**src/rtl/edge_evt_sched.sv**
```systemverilog
// Multi-channel edge detector feeding a round-robin single-event scheduler.
// Optional per-channel debounce filter: define EDGE_SCHED_DEBOUNCE_EN.
module edge_evt_sched #(
  parameter int unsigned CHN_NUM  = 4,
  parameter int unsigned STAGE    = 2,
  parameter int unsigned DB_WIDTH = 8
) (
  input  logic                       clk_i,
  input  logic                       rst_n_i,
`ifdef EDGE_SCHED_DEBOUNCE_EN
  input  logic [DB_WIDTH-1:0]        db_thr_i,
`endif
  input  logic [CHN_NUM-1:0]         dat_i,
  input  logic [CHN_NUM-1:0]         en_i,
  input  logic [CHN_NUM-1:0]         re_en_i,
  input  logic [CHN_NUM-1:0]         fe_en_i,
  output logic [CHN_NUM-1:0]         dat_o,
  output logic                       evt_valid_o,
  input  logic                       evt_ready_i,
  output logic [$clog2(CHN_NUM)-1:0] evt_chn_o,
  output logic                       evt_type_o,
  output logic [CHN_NUM-1:0]         ovf_o,
  input  logic                       ovf_clr_i
);

  localparam int unsigned CW = $clog2(CHN_NUM);

  if (CHN_NUM < 2 || CHN_NUM > 32 || STAGE < 2 || DB_WIDTH < 1) begin : g_bad_param
    $error("edge_evt_sched: parameter out of range");
  end

  typedef enum logic {IDLE, HOLD} state_t;

  state_t             state_q, state_d;
  logic [CHN_NUM-1:0] sync_q [STAGE];
  logic [CHN_NUM-1:0] sync_lvl;
  logic [CHN_NUM-1:0] lvl;
  logic [CHN_NUM-1:0] hist_q;
  logic [CHN_NUM-1:0] rise, fall, qual;
  logic [CHN_NUM-1:0] pend_q, typ_q;
  logic [CHN_NUM-1:0] gnt_vec, drop, accept;
  logic [CW-1:0]      ptr_q;
  logic [CW-1:0]      gnt_idx, gnt_try;
  logic               gnt_found, grant, hs;
  int unsigned        scan_j;

  always_ff @(posedge clk_i) begin
    if (!rst_n_i) begin
      for (int unsigned k = 0; k < STAGE; k++) sync_q[k] <= '0;
    end else begin
      sync_q[0] <= dat_i;
      for (int unsigned k = 1; k < STAGE; k++) sync_q[k] <= sync_q[k-1];
    end
  end

  assign sync_lvl = sync_q[STAGE-1];

`ifdef EDGE_SCHED_DEBOUNCE_EN
  logic [CHN_NUM-1:0]  filt_q;
  logic [DB_WIDTH-1:0] cnt_q [CHN_NUM];

  // Level is accepted once it has differed from the filtered value for db_thr_i+1 cycles.
  always_ff @(posedge clk_i) begin
    if (!rst_n_i) begin
      filt_q <= '0;
      for (int unsigned c = 0; c < CHN_NUM; c++) cnt_q[c] <= '0;
    end else begin
      for (int unsigned c = 0; c < CHN_NUM; c++) begin
        if (sync_lvl[c] == filt_q[c]) begin
          cnt_q[c] <= '0;
        end else if (cnt_q[c] >= db_thr_i) begin
          filt_q[c] <= sync_lvl[c];
          cnt_q[c]  <= '0;
        end else begin
          cnt_q[c] <= cnt_q[c] + 1'b1;
        end
      end
    end
  end

  assign lvl = filt_q;
`else
  assign lvl = sync_lvl;
`endif

  assign dat_o = lvl;
  assign rise  = ~hist_q & lvl;
  assign fall  = hist_q & ~lvl;
  assign qual  = en_i & ((rise & re_en_i) | (fall & fe_en_i));

  // First pending channel at or after ptr, wrapping.
  always_comb begin
    gnt_found = 1'b0;
    gnt_idx   = '0;
    gnt_try   = '0;
    scan_j    = 0;
    for (int unsigned i = 0; i < CHN_NUM; i++) begin
      scan_j = 32'(ptr_q) + i;
      if (scan_j >= CHN_NUM) scan_j = scan_j - CHN_NUM;
      gnt_try = CW'(scan_j);
      if (!gnt_found && pend_q[gnt_try]) begin
        gnt_found = 1'b1;
        gnt_idx   = gnt_try;
      end
    end
  end

  assign grant   = (state_q == IDLE) && gnt_found;
  assign hs      = (state_q == HOLD) && evt_ready_i;
  assign gnt_vec = grant ? (CHN_NUM'(1) << gnt_idx) : '0;
  // A pending slot being granted this cycle is free to take the new edge.
  assign drop    = qual & pend_q & ~gnt_vec;
  assign accept  = qual & ~drop;

  always_comb begin
    state_d = state_q;
    case (state_q)
      IDLE:    if (|pend_q) state_d = HOLD;
      HOLD:    if (evt_ready_i) state_d = IDLE;
      default: state_d = IDLE;
    endcase
  end

  always_ff @(posedge clk_i) begin
    if (!rst_n_i) state_q <= IDLE;
    else          state_q <= state_d;
  end

  assign evt_valid_o = (state_q == HOLD);

  always_ff @(posedge clk_i) begin
    if (!rst_n_i) begin
      hist_q     <= '0;
      pend_q     <= '0;
      typ_q      <= '0;
      ovf_o      <= '0;
      ptr_q      <= '0;
      evt_chn_o  <= '0;
      evt_type_o <= 1'b0;
    end else begin
      hist_q <= lvl;
      pend_q <= en_i & (qual | (pend_q & ~gnt_vec));
      typ_q  <= (accept & rise) | (~accept & typ_q);
      ovf_o  <= (ovf_clr_i ? '0 : ovf_o) | drop;
      if (grant) begin
        evt_chn_o  <= gnt_idx;
        evt_type_o <= typ_q[gnt_idx];
      end
      if (hs) ptr_q <= (evt_chn_o == CW'(CHN_NUM - 1)) ? '0 : evt_chn_o + CW'(1);
    end
  end

endmodule

```
**config.mk**
```make
export PLATFORM = sky130hd
export DESIGN_NAME = edge_evt_sched
export DESIGN_NICKNAME = d
export VERILOG_FILES = /design/src/rtl/edge_evt_sched.sv
export SDC_FILE = /design/constraint.sdc
export NUM_CORES = 1
export LEC_CHECK = 0
export ABC_AREA = 1
export CAP_MARGIN = 20
export CORE_ASPECT_RATIO = 0.6
export CORE_UTILIZATION = 50
export DETAILED_ROUTE_END_ITERATION = 8
export HOLD_SLACK_MARGIN = 0.08
export PLACE_DENSITY = 0.78
export SYNTH_ARGS = -nofsm -noshare
export SYNTH_HDL_FRONTEND = slang
export SYNTH_SLANG_ARGS = --single-unit
```
**constraint.sdc**
```tcl
create_clock -name clk_i -period 2.5 [get_ports clk_i]
set_input_delay 0.5 -clock clk_i [delete_from_list [all_inputs] [get_ports clk_i]]
set_output_delay 0.5 -clock clk_i [all_outputs]
set_load 0.02 [all_outputs]
```
==> results.cfg <==
[run_status]
outcome = finished clean

[clocking]
cts_buffers = 5
ctsHoldBuffers = 0
clock_sinks = 30
post_cts_resized = 0
cts_tree = built
root_buffer = clkbuf_8
clk_pin_slew_ps = 60
clk_path_buf_depth = 2
cts_setup_buffers = 0
clkLatencyLatePin_ps = 290
htree_levels = 2

[sta]
grt_setup_unrepaired = false
period_share_pct = 79.07
period_minus_slack_ps = 1977
fin_tns_setup_ps = 0
finalSetupViolCount = 0
fin_ws_ps = 523.2
slew_violations = 0
worst_pin_slew_ps = 374.6
slew_headroom_pct = 74.99
hold_viol = 0
skew_ps = 3.243
max_freq_mhz = 505.9

[global_route]
grt_max_degree = 26
grt_pass1_vias = 1229
overflow = 0
track_usage_pct = 22.66
grt_pass1_wl_um = 5499
antenna_found_initial = 0

[routing]
drt-initial-drc-count = 52
via_per_inst = 4.623
vias = 1424
avgRoutedWirePerCell_um = 10.46
final_antenna_net_count = 0
dr.pass1.iters = 4
routed_wl_um = 3221
drcViolationCount = 0

[worst_hold_path]
hold_class = reg2reg

[final_layout]
final_common_cell = nand2_1
final_cell_mix = nand2_1, inv_1, clkdlybuf4s50_1
diodes = 0
nets = 286
drive_above_1_share_pct = 13.16
synthToLayoutAreaGrowth_pct = 27.27

[floorplanning]
pin_count = 32
die_w_um = 74.75
rows = 15
floorplan.initialDensity_pct = 53.89
fp.dieH_um = 45.65
fp.coreArea_um2 = 2947
die-area_um2 = 3412

[synth]
synth_top_cell_by_area = dfxtp_1
yosysWarnings = 0
synthCells = 233
synth.avg_cell_area_um2 = 6.814
netlist-cell-type-count = 26
syn_nets = 254
synth_top_area_share_pct = 37.83
synthArstFlopShare_pct = 0
synth_edf_count = 0
ys.flop_type = dfxtp_1
synth_area_leaders = dfxtp_1, nand2_1, inv_1, nand3_1, a21oi_1
ys_seq_area_share_pct = 37.83
ys_seq_elements = 30
syn_area_um2 = 1588

[power]
seqPwrFrac_pct = 43.8
peakVddDrop_mv = 0.4098
switching_share_pct = 25.26
clkPwrFrac_pct = 41.3
p_comb_share_pct = 14.9
internal_power_uw = 864.9
power_switching_uw = 292.4
cellLeakagePower_uw = 0.0009567
p_per_area_nw_per_um2 = 572.7

[place]
pre_cts_slack_ps = 530.0
dp_hpwl_um = 2429
portBuffers = 31
gp_congestion = 0.8122

[setup_path]
critPathKind = reg2reg
cp.required_ps = 2680
critPathArrivalTime_ps = 2160
crit_fanout = 12
worst_setup_path_start_kind = flip-flop
end_kind = flip-flop

[job]
maxCapViolations = 0
Yosys cell counts (2+ instances only):
cell,number
a21oi_1,16
buf_4,4
clkbuf_1,2
dfxtp_1,30
inv_1,43
inv_2,3
nand2_1,62
nand2_2,5
nand2_4,4
nand3_1,19
nand3_2,2
nor2_1,15
nor2_4,3
o21ai_0,8
o21ai_1,2
o21bai_2,2
or2_2,4
worst max-delay path, cell delays in order (launching register included):
cell and delay (ps):
dfxtp_1 540, inv_2 140, nand2_1 90, nand2_1 80
nand2_1 110, inv_1 60, a21boi_2 160, nand2_4 80
nor2_4 200, nand3_1 150, nand2_2 100, nand3_1 60
nand2_1 60, nor2_1 40
kinds of logic after synthesis:
logic type	synth area share, %
and+or+nand+nor	35.78
buffers and inverters	14.26
AOI/OAI and AO/OA	11.35
DFF	37.83
adders and majority gates	0.7879
through the flow:
stage / total power, uW / hold slack, ps / instance area (um2) / std cells / utilization, %
5_1_grt: 1217 / 428.5 / 2021 / 308 / 68.58
4_1_cts: 1166 / 413.1 / 2021 / 308 / 68.58
2_1_floorplan: 627.3 / 390.5 / 1588 / 233 / -
3_3_place_gp: 687.2 / 393.8 / 1912 / 300 / 64.88
6_report: 1157 / 413.3 / 2021 / 308 / 68.58
3_5_place_dp: 688.7 / 397.5 / 1912 / 300 / 64.88
area by class of cell:
class                      count  area (um2)
timing repair buffer          33       325.3
clock inverter                 3       40.04
multi-input combinational    149       760.7
fill                         271       925.9
clock buffer                   5       68.82
sequential                    30       600.6
tap                           42       52.55
inverter                      46       172.7
power by group through the flow:
stage                     Clock [uW]  Combinational [uW]  Sequential (uW)
after floorplan                    0                 109              518
after global placement             0                 171              517
after detailed placement           0                 172              517
after CTS                        486                 173              507
after global routing             515                 193              509
final                            478                 173              507
routing by layer:
| layer | up-vias | global-route usage [%] | routed length (um) |
|---|---|---|---|
| met2 | 40 | 31.53 | 1242 |
| met3 | 8 | 6.637 | 193 |
| met4 | 0 | 10.19 | 65 |
| met5 | - | 0 | 0 |
| met1 | 603 | 32.24 | 1719 |
| li1 | 773 | - | - |
path summary, 6_finish.rpt:
kind / startpoint / to / slack (ps) / depth (start not counted)
worst max-delay path: ptr_q[0] / flip-flop / 520 / 13
worst min-delay path: sync_q[0][1] / sync_q[0][5] / 410 / 2
worst min register to register: sync_q[0][1] / sync_q[0][5] / 410 / 2
worst max register to register: ptr_q[0] / flip-flop / 520 / 13
Note: power is estimated with default switching activity, not from simulation.
